## src/rtl/clk_div_seq_if.sv

```systemverilog
// Control/register bundle between the register-port driver and clk_div_seq_ctrl.
interface clk_div_seq_if #(
  parameter int NUM_CH = 4,
  parameter int HP_W   = 6
);
  logic              start;
  logic              stop;
  logic              wr_en;
  logic [1:0]        wr_addr;
  logic [HP_W-1:0]   wr_data;
  logic [NUM_CH-1:0] clk_out;
  logic              running;
  logic              busy;
  logic              wr_err;
  logic              stopped;

  modport master (
    output start, stop, wr_en, wr_addr, wr_data,
    input  clk_out, running, busy, wr_err, stopped
  );

  modport slave (
    input  start, stop, wr_en, wr_addr, wr_data,
    output clk_out, running, busy, wr_err, stopped
  );
endinterface

```

## src/rtl/clk_div_seq_ctrl.sv

```systemverilog
// Start/stop sequencer for a 4-channel programmable clock divider.
// Define CLK_DIV_SEQ_STAGGER_EN for START_GAP-spaced channel start; otherwise all channels start together.
module clk_div_seq_ctrl #(
  parameter int NUM_CH    = 4,
  parameter int HP_W      = 6,
  parameter int HP_RST    = 5,
  parameter int START_GAP = 4
) (
  input logic          clk_in,
  input logic          rst_b,
  clk_div_seq_if.slave bus
);

  typedef enum logic [1:0] {S_IDLE, S_START, S_RUN, S_STOP} state_t;

  state_t            state, state_nxt;
  logic [HP_W-1:0]   hp  [NUM_CH];
  logic [HP_W-1:0]   cnt [NUM_CH];
  logic [NUM_CH-1:0] ch_en;
  logic [NUM_CH-1:0] clk_q;
  logic [NUM_CH-1:0] en_set;
  logic              launch;
  logic              all_started;
  logic              stopped_nxt;
  logic              wr_err_q;
  logic              stopped_q;

  if (START_GAP < 1 || START_GAP > 15) begin : g_gap_check
    $error("START_GAP must be in 1..15");
  end

`ifdef CLK_DIV_SEQ_STAGGER_EN
  logic [3:0] gap_cnt;
  logic [2:0] nxt_idx;
  logic       enable_next;

  assign all_started = (nxt_idx == 3'(NUM_CH));
  // stop has priority over a pending enable, so late channels stay off
  assign enable_next = (state == S_START) && !bus.stop && !all_started &&
                       (gap_cnt == 4'(START_GAP - 1));
  assign en_set = launch      ? NUM_CH'(1) :
                  enable_next ? (NUM_CH'(1) << nxt_idx[1:0]) : '0;

  always_ff @(posedge clk_in or negedge rst_b) begin
    if (!rst_b) begin
      gap_cnt <= '0;
      nxt_idx <= '0;
    end else if (launch) begin
      gap_cnt <= '0;
      nxt_idx <= 3'd1;
    end else if (enable_next) begin
      gap_cnt <= '0;
      nxt_idx <= nxt_idx + 3'd1;
    end else if (state == S_START) begin
      gap_cnt <= gap_cnt + 4'd1;
    end
  end
`else
  assign all_started = 1'b1;
  assign en_set      = {NUM_CH{launch}};
`endif

  always_ff @(posedge clk_in or negedge rst_b) begin
    if (!rst_b) state <= S_IDLE;
    else        state <= state_nxt;
  end

  always_comb begin
    state_nxt   = state;
    launch      = 1'b0;
    stopped_nxt = 1'b0;
    case (state)
      S_IDLE: begin
        if (bus.start && !bus.stop) begin
          state_nxt = S_START;
          launch    = 1'b1;
        end
      end
      S_START: begin
        if (bus.stop)         state_nxt = S_STOP;
        else if (all_started) state_nxt = S_RUN;
      end
      S_RUN: begin
        if (bus.stop) state_nxt = S_STOP;
      end
      S_STOP: begin
        if (ch_en == '0) begin
          state_nxt   = S_IDLE;
          stopped_nxt = 1'b1;
        end
      end
      default: state_nxt = S_IDLE;
    endcase
  end

  // ---- channel stage: counters, toggles, low-phase freeze ----
  always_ff @(posedge clk_in or negedge rst_b) begin
    if (!rst_b) begin
      ch_en <= '0;
      clk_q <= '0;
      for (int i = 0; i < NUM_CH; i++) cnt[i] <= '0;
    end else begin
      for (int i = 0; i < NUM_CH; i++) begin
        if (en_set[i]) begin
          ch_en[i] <= 1'b1;
          cnt[i]   <= '0;
        end else if (ch_en[i]) begin
          // freezing only while low guarantees the last high phase is full length
          if (state == S_STOP && !clk_q[i]) begin
            ch_en[i] <= 1'b0;
            cnt[i]   <= '0;
            clk_q[i] <= 1'b0;
          end else if (hp[i] != '0) begin
            if (cnt[i] == hp[i] - HP_W'(1)) begin
              cnt[i]   <= '0;
              clk_q[i] <= ~clk_q[i];
            end else begin
              cnt[i] <= cnt[i] + HP_W'(1);
            end
          end
        end
      end
    end
  end

  // ---- register port: writes only land while idle ----
  always_ff @(posedge clk_in or negedge rst_b) begin
    if (!rst_b) begin
      for (int i = 0; i < NUM_CH; i++) hp[i] <= HP_W'(HP_RST);
      wr_err_q  <= 1'b0;
      stopped_q <= 1'b0;
    end else begin
      if (bus.wr_en && state == S_IDLE) hp[bus.wr_addr] <= bus.wr_data;
      wr_err_q  <= bus.wr_en && (state != S_IDLE);
      stopped_q <= stopped_nxt;
    end
  end

  assign bus.clk_out = clk_q;
  assign bus.running = (state == S_RUN);
  assign bus.busy    = (state == S_START) || (state == S_STOP);
  assign bus.wr_err  = wr_err_q;
  assign bus.stopped = stopped_q;

endmodule

```

## src/flat_wrapper.sv

```systemverilog
// flat-port wrapper written by rule: the top's interface ports become plain ports
module clk_div_seq_ctrl_flat 
#(
  parameter int NUM_CH    = 4,
  parameter int HP_W      = 6,
  parameter int HP_RST    = 5,
  parameter int START_GAP = 4
)
  (clk_in, rst_b, bus_start, bus_stop, bus_wr_en, bus_wr_addr, bus_wr_data, bus_clk_out, bus_running, bus_busy, bus_wr_err, bus_stopped);
  clk_div_seq_if #(.NUM_CH(NUM_CH), .HP_W(HP_W)) bus_i ();
  input logic clk_in;
  input logic rst_b;
  input wire logic [$bits(bus_i.start)-1:0] bus_start;
  input wire logic [$bits(bus_i.stop)-1:0] bus_stop;
  input wire logic [$bits(bus_i.wr_en)-1:0] bus_wr_en;
  input wire logic [$bits(bus_i.wr_addr)-1:0] bus_wr_addr;
  input wire logic [$bits(bus_i.wr_data)-1:0] bus_wr_data;
  output wire logic [$bits(bus_i.clk_out)-1:0] bus_clk_out;
  output wire logic [$bits(bus_i.running)-1:0] bus_running;
  output wire logic [$bits(bus_i.busy)-1:0] bus_busy;
  output wire logic [$bits(bus_i.wr_err)-1:0] bus_wr_err;
  output wire logic [$bits(bus_i.stopped)-1:0] bus_stopped;
  assign bus_i.start = bus_start;
  assign bus_i.stop = bus_stop;
  assign bus_i.wr_en = bus_wr_en;
  assign bus_i.wr_addr = bus_wr_addr;
  assign bus_i.wr_data = bus_wr_data;
  assign bus_clk_out = bus_i.clk_out;
  assign bus_running = bus_i.running;
  assign bus_busy = bus_i.busy;
  assign bus_wr_err = bus_i.wr_err;
  assign bus_stopped = bus_i.stopped;
  clk_div_seq_ctrl #(.NUM_CH(NUM_CH), .HP_W(HP_W), .HP_RST(HP_RST), .START_GAP(START_GAP)) u_core (.clk_in(clk_in), .rst_b(rst_b), .bus(bus_i));
endmodule
```

## config.mk

```make
export PLATFORM = sky130hd
export DESIGN_NAME = clk_div_seq_ctrl_flat
export DESIGN_NICKNAME = d
export VERILOG_FILES = /design/src/rtl/clk_div_seq_if.sv /design/src/rtl/clk_div_seq_ctrl.sv /design/src/flat_wrapper.sv
export SDC_FILE = /design/constraint.sdc
export NUM_CORES = 1
export LEC_CHECK = 0
export CAP_MARGIN = 20
export CORE_MARGIN = 10
export CORE_UTILIZATION = 45
export CTS_CLUSTER_DIAMETER = 200
export CTS_CLUSTER_SIZE = 14
export DETAILED_ROUTE_END_ITERATION = 10
export MAX_ROUTING_LAYER = met4
export SYNTH_ARGS = -nofsm -noshare
export SYNTH_HDL_FRONTEND = slang
export SYNTH_SLANG_ARGS = --single-unit
```

## constraint.sdc

```tcl
create_clock -name clk_in -period 6.6 [get_ports clk_in]
set_clock_uncertainty 0.15 [all_clocks]
set_input_delay 1.32 -clock clk_in [delete_from_list [all_inputs] [get_ports clk_in]]
set_output_delay 1.32 -clock clk_in [all_outputs]
set_load 0.02 [all_outputs]
```

==> impl_results.md <==
* R2R cell count at 6
* Post-Synth Adder-Cell Area at 0.0422
* Share of layout cells above drive strength 1 at 0.165
* Post-cts resize count at 0
* IR drop worst, VDD at 175 uV
* WHS at 0.385 ns
* Leakage at 1.70 nW
* H-tree Lvls at 3
* Final Hold Fails at 0
* Met2 wire length at 3.47 mm
* Core Box Area at 7730 um2
* Final Non-Filler Cells at 496
* Die Ht at 109 um
* Post-placement setup slack at 3.11 ns
* Fin worst setup slack at between 3 and 4 ns
* Xor-xnor portion of the synthesized cell area at 0.0812
* Fmax at 0.286 GHz
* RR Startpoint: u_core.state[1]$_DFFE_PN0P_
* Met1 Routed Length at around 3.8 mm
* WHS Endpoint: u_core.ch_en[0]$_DFF_PN0_
* Total negative slack at 0 ns
* Combinational group share of total power at 0.443
* P per Cell Area at 458 nW/um2
* Post-Syn Instances at 363
* Psw at approximately 0.76 mW
* Setup slack, reg-to-reg at 3.76 ns
* #FFs+latches synth at 60
* Worst EP arrival at 2.03 ns
* Hold Crit Start: u_core.ch_en[0]$_DFF_PN0_
* Detailed-route DRC error count at 0
* Drt first-iter violations at between 80 and 90
* Largest family of logic cells by synthesized area: simple AND/OR/NAND/NOR gates
* Post-synth top flop: dfrtp_1
* RSZ-0062 raised after global routing: no
* Highest routed layer: met4
* Reg clk slew, reported paths at approximately 0.060 ns
* Row count at 32
* Mapped Area at 3560 um2
* Num CTS Buffers at 9
* Register area share after synthesis at 0.425
* Wire length after detailed routing at 7.59 mm
* Worst skew pair latency at 0.34 ns
* Clk pwr share at 0.179
* WL/cell at 15.3 um
* Largest net degree at the start of global routing at 61
* Initial antenna violation count at 0
* Sw frac at 0.408
* DR pass1 iterations at 4
* CP required at slightly above 5 ns
* Worst hold path depth at 2
* Net Count, Synth at 388
* Post-synth ARST share at 1.00
* Cells along the critical path: ha_1, or2_2, clkdlybuf4s50_1
* Number of global-route vias before repair at 2588
* Yosys top cell area share at 0.366
* Mux cell area share after synthesis at 0.0812
* Port bufs at 20
* Reg-to-reg endpoint: u_core.bus.clk_out[0]$_DFFE_PN0P_
* Final Slew Violations at 0
* Drt via density at 5.35
* Root buffer cell: clkbuf_8
* Synth area leader: dfrtp_1
* Io pins at 21
* Utilization of the core after routing at 0.525
* Clock Path Buffers at 2
* Placed Cells at 480
* Crit path kind: flip-flop to output pin
* Delay of the slowest critical-path stage at 0.59 ns
* Die width at 109 um
* Nets@finish at 414
* YS warnings at 0
* All-Layer GR Usage at 0.141
* Largest cells by area after synthesis: dfrtp_1, mux2_2, dfstp_2
* Maxcap violations at 0
* Worst Setup Start Kind: flip-flop
* Outcome: complete, no violations
* Full die area at 11900 um2
* Post-synth EDFFs at 0
* CTS tree: built
* ANT cells at 0
* Routed Antenna Nets at 0
* Syn avg cell area at between 9 and 10 um2
* Met3 WL post-DR at between 150 and 200 um
* Post-DP HPWL at 5.37 mm
* Pint at 1.10 mW
* Final min period at 3.50 ns
* Initial Utilization at 0.460
* Area grow syn2layout at 13.9%
* Cts hold-fix bufs at 0
* Worst hold path type: flip-flop to flip-flop
* Global route overflow at 0
* First-pass GRT wire length at 12.8 mm
* Final period utilization at 0.530
* Netlist cell types at 54
* Gpl congestion at around 0.88
* Synth Area in Simple Gates at 0.194
* Post-CTS setup repair buffer count at 0
* Slew HR at 0.316
* CP Max Fanout at 13
* Setup crit end kind: output pin
* Clock sink total at 60
* Setup-failing EPs final at 0
* Slowest CP cell: clkdlybuf4s50_1
* Least-Margin Pin Slew at 1.01 ns
* Synth Area in Compound Gates at 0.145
* DR vias at about 2700
* Share of power burned in registers at 0.378
cell families after synthesis:
group / after synthesis
AO/OA/AOI/OAI: 74
XOR/XNOR: 33
adder cells (fa/ha/maj): 12
buffers and inverters: 28
flip-flops: 60
multiplexers: 25
AND/OR/NAND/NOR: 131
flip-flops by register name, indices dropped and copies added (netlist names):
register            count
u_core.cnt             24
u_core.bus.clk_out      4
u_core.bus.wr_err       1
u_core.hp              24
u_core.bus.stopped      1
u_core.state            2
u_core.ch_en            4
power groups by stage:
stage / combinational [mW] / sequential, mW / clock, mW
after floorplan: 0.647 / 0.669 / 0
after global placement: 0.815 / 0.703 / 0
after detailed placement: 0.825 / 0.706 / 0
after CTS: 0.829 / 0.702 / 0.340
after global routing: 0.937 / 0.727 / 0.359
final: 0.821 / 0.702 / 0.332
area by class of cell:
cell class | count | area, um2
clock buffer | 12 | 145
clock inverter | 4 | 48.8
fill | 716 | 3670
inverter | 22 | 82.6
multi-input combinational | 275 | 1940
sequential | 60 | 1510
tap | 102 | 128
timing repair buffer | 21 | 203
through the flow:
stage                     cell area (um2)  total power [mW]
after CTS                            4050              1.87
after global placement               3860              1.52
after global routing                 4050              2.02
final                                4050              1.85
after floorplan                      3560              1.32
after detailed placement             3860              1.53
cells in the mapped netlist (3+ instances only):
| cell type | instances |
|---|---|
| nand4_1 | 3 |
| a21oi_1 | 10 |
| or2_2 | 3 |
| nor3_1 | 10 |
| dfstp_2 | 8 |
| nor3b_1 | 3 |
| clkbuf_1 | 3 |
| a211oi_1 | 5 |
| o2111ai_1 | 9 |
| nor3_2 | 3 |
| mux2_2 | 23 |
| inv_1 | 22 |
| xnor2_1 | 16 |
| nand3_1 | 10 |
| dfrtp_1 | 52 |
| and3_1 | 4 |
| nand2_1 | 45 |
| xor2_1 | 17 |
| o211ai_1 | 10 |
| ha_1 | 12 |
| nor2b_1 | 3 |
| nand2b_1 | 12 |
| o21ai_0 | 20 |
| nor2_1 | 19 |
metal layers:
metal / vias up / track usage
met4: 0 / 0.0537
li1: 1347 / -
met2: 23 / 0.213
met3: 10 / 0.0307
met5: - / -
met1: 1274 / 0.180
cell usage in the layout (no fill, tap or decap), types with 3 or more instances in the layout:
cell and n:
dfrtp_1 52, nand2_1 45, mux2_2 23, inv_1 22, o21ai_0 20, nor2_1 19
clkdlybuf4s50_1 19, xor2_1 17, xnor2_1 16, nand2b_1 12, ha_1 12, a21oi_1 10
nand3_1 10, nor3_1 10, o211ai_1 10, clkbuf_8 10, o2111ai_1 9, dfstp_2 8
a211oi_1 5, and3_1 4, nor2b_1 3, or2_2 3, nor3b_1 3, nor3_2 3
nand4_1 3
worst max-delay path: cells and delay by family, from the launching register on:
kind / cells / cell delay, ns
and+or+nand+nor: 1 / 0.20
adders and majority gates: 1 / 0.51
buffers and inverters: 1 / 0.59
DFF: 1 / 0.39
how the worst max path moves through the flow:
stage                                      startpoint                        end  slack [ns]  cells after the start
after floorplan           u_core.state[0]$_DFFE_PN0P_                   bus_busy        3.98                      3
after global placement                       bus_stop  u_core.cnt[4]$_DFFE_PN0P_        3.17                      5
after detailed placement                     bus_stop  u_core.cnt[5]$_DFFE_PN0P_        3.11                      5
after CTS                 u_core.state[1]$_DFFE_PN0P_                   bus_busy        3.05                      3
after global routing      u_core.state[1]$_DFFE_PN0P_                   bus_busy        2.96                      3
final                     u_core.state[1]$_DFFE_PN0P_                   bus_busy        3.10                      3
Note: power is estimated with default switching activity, not from simulation.
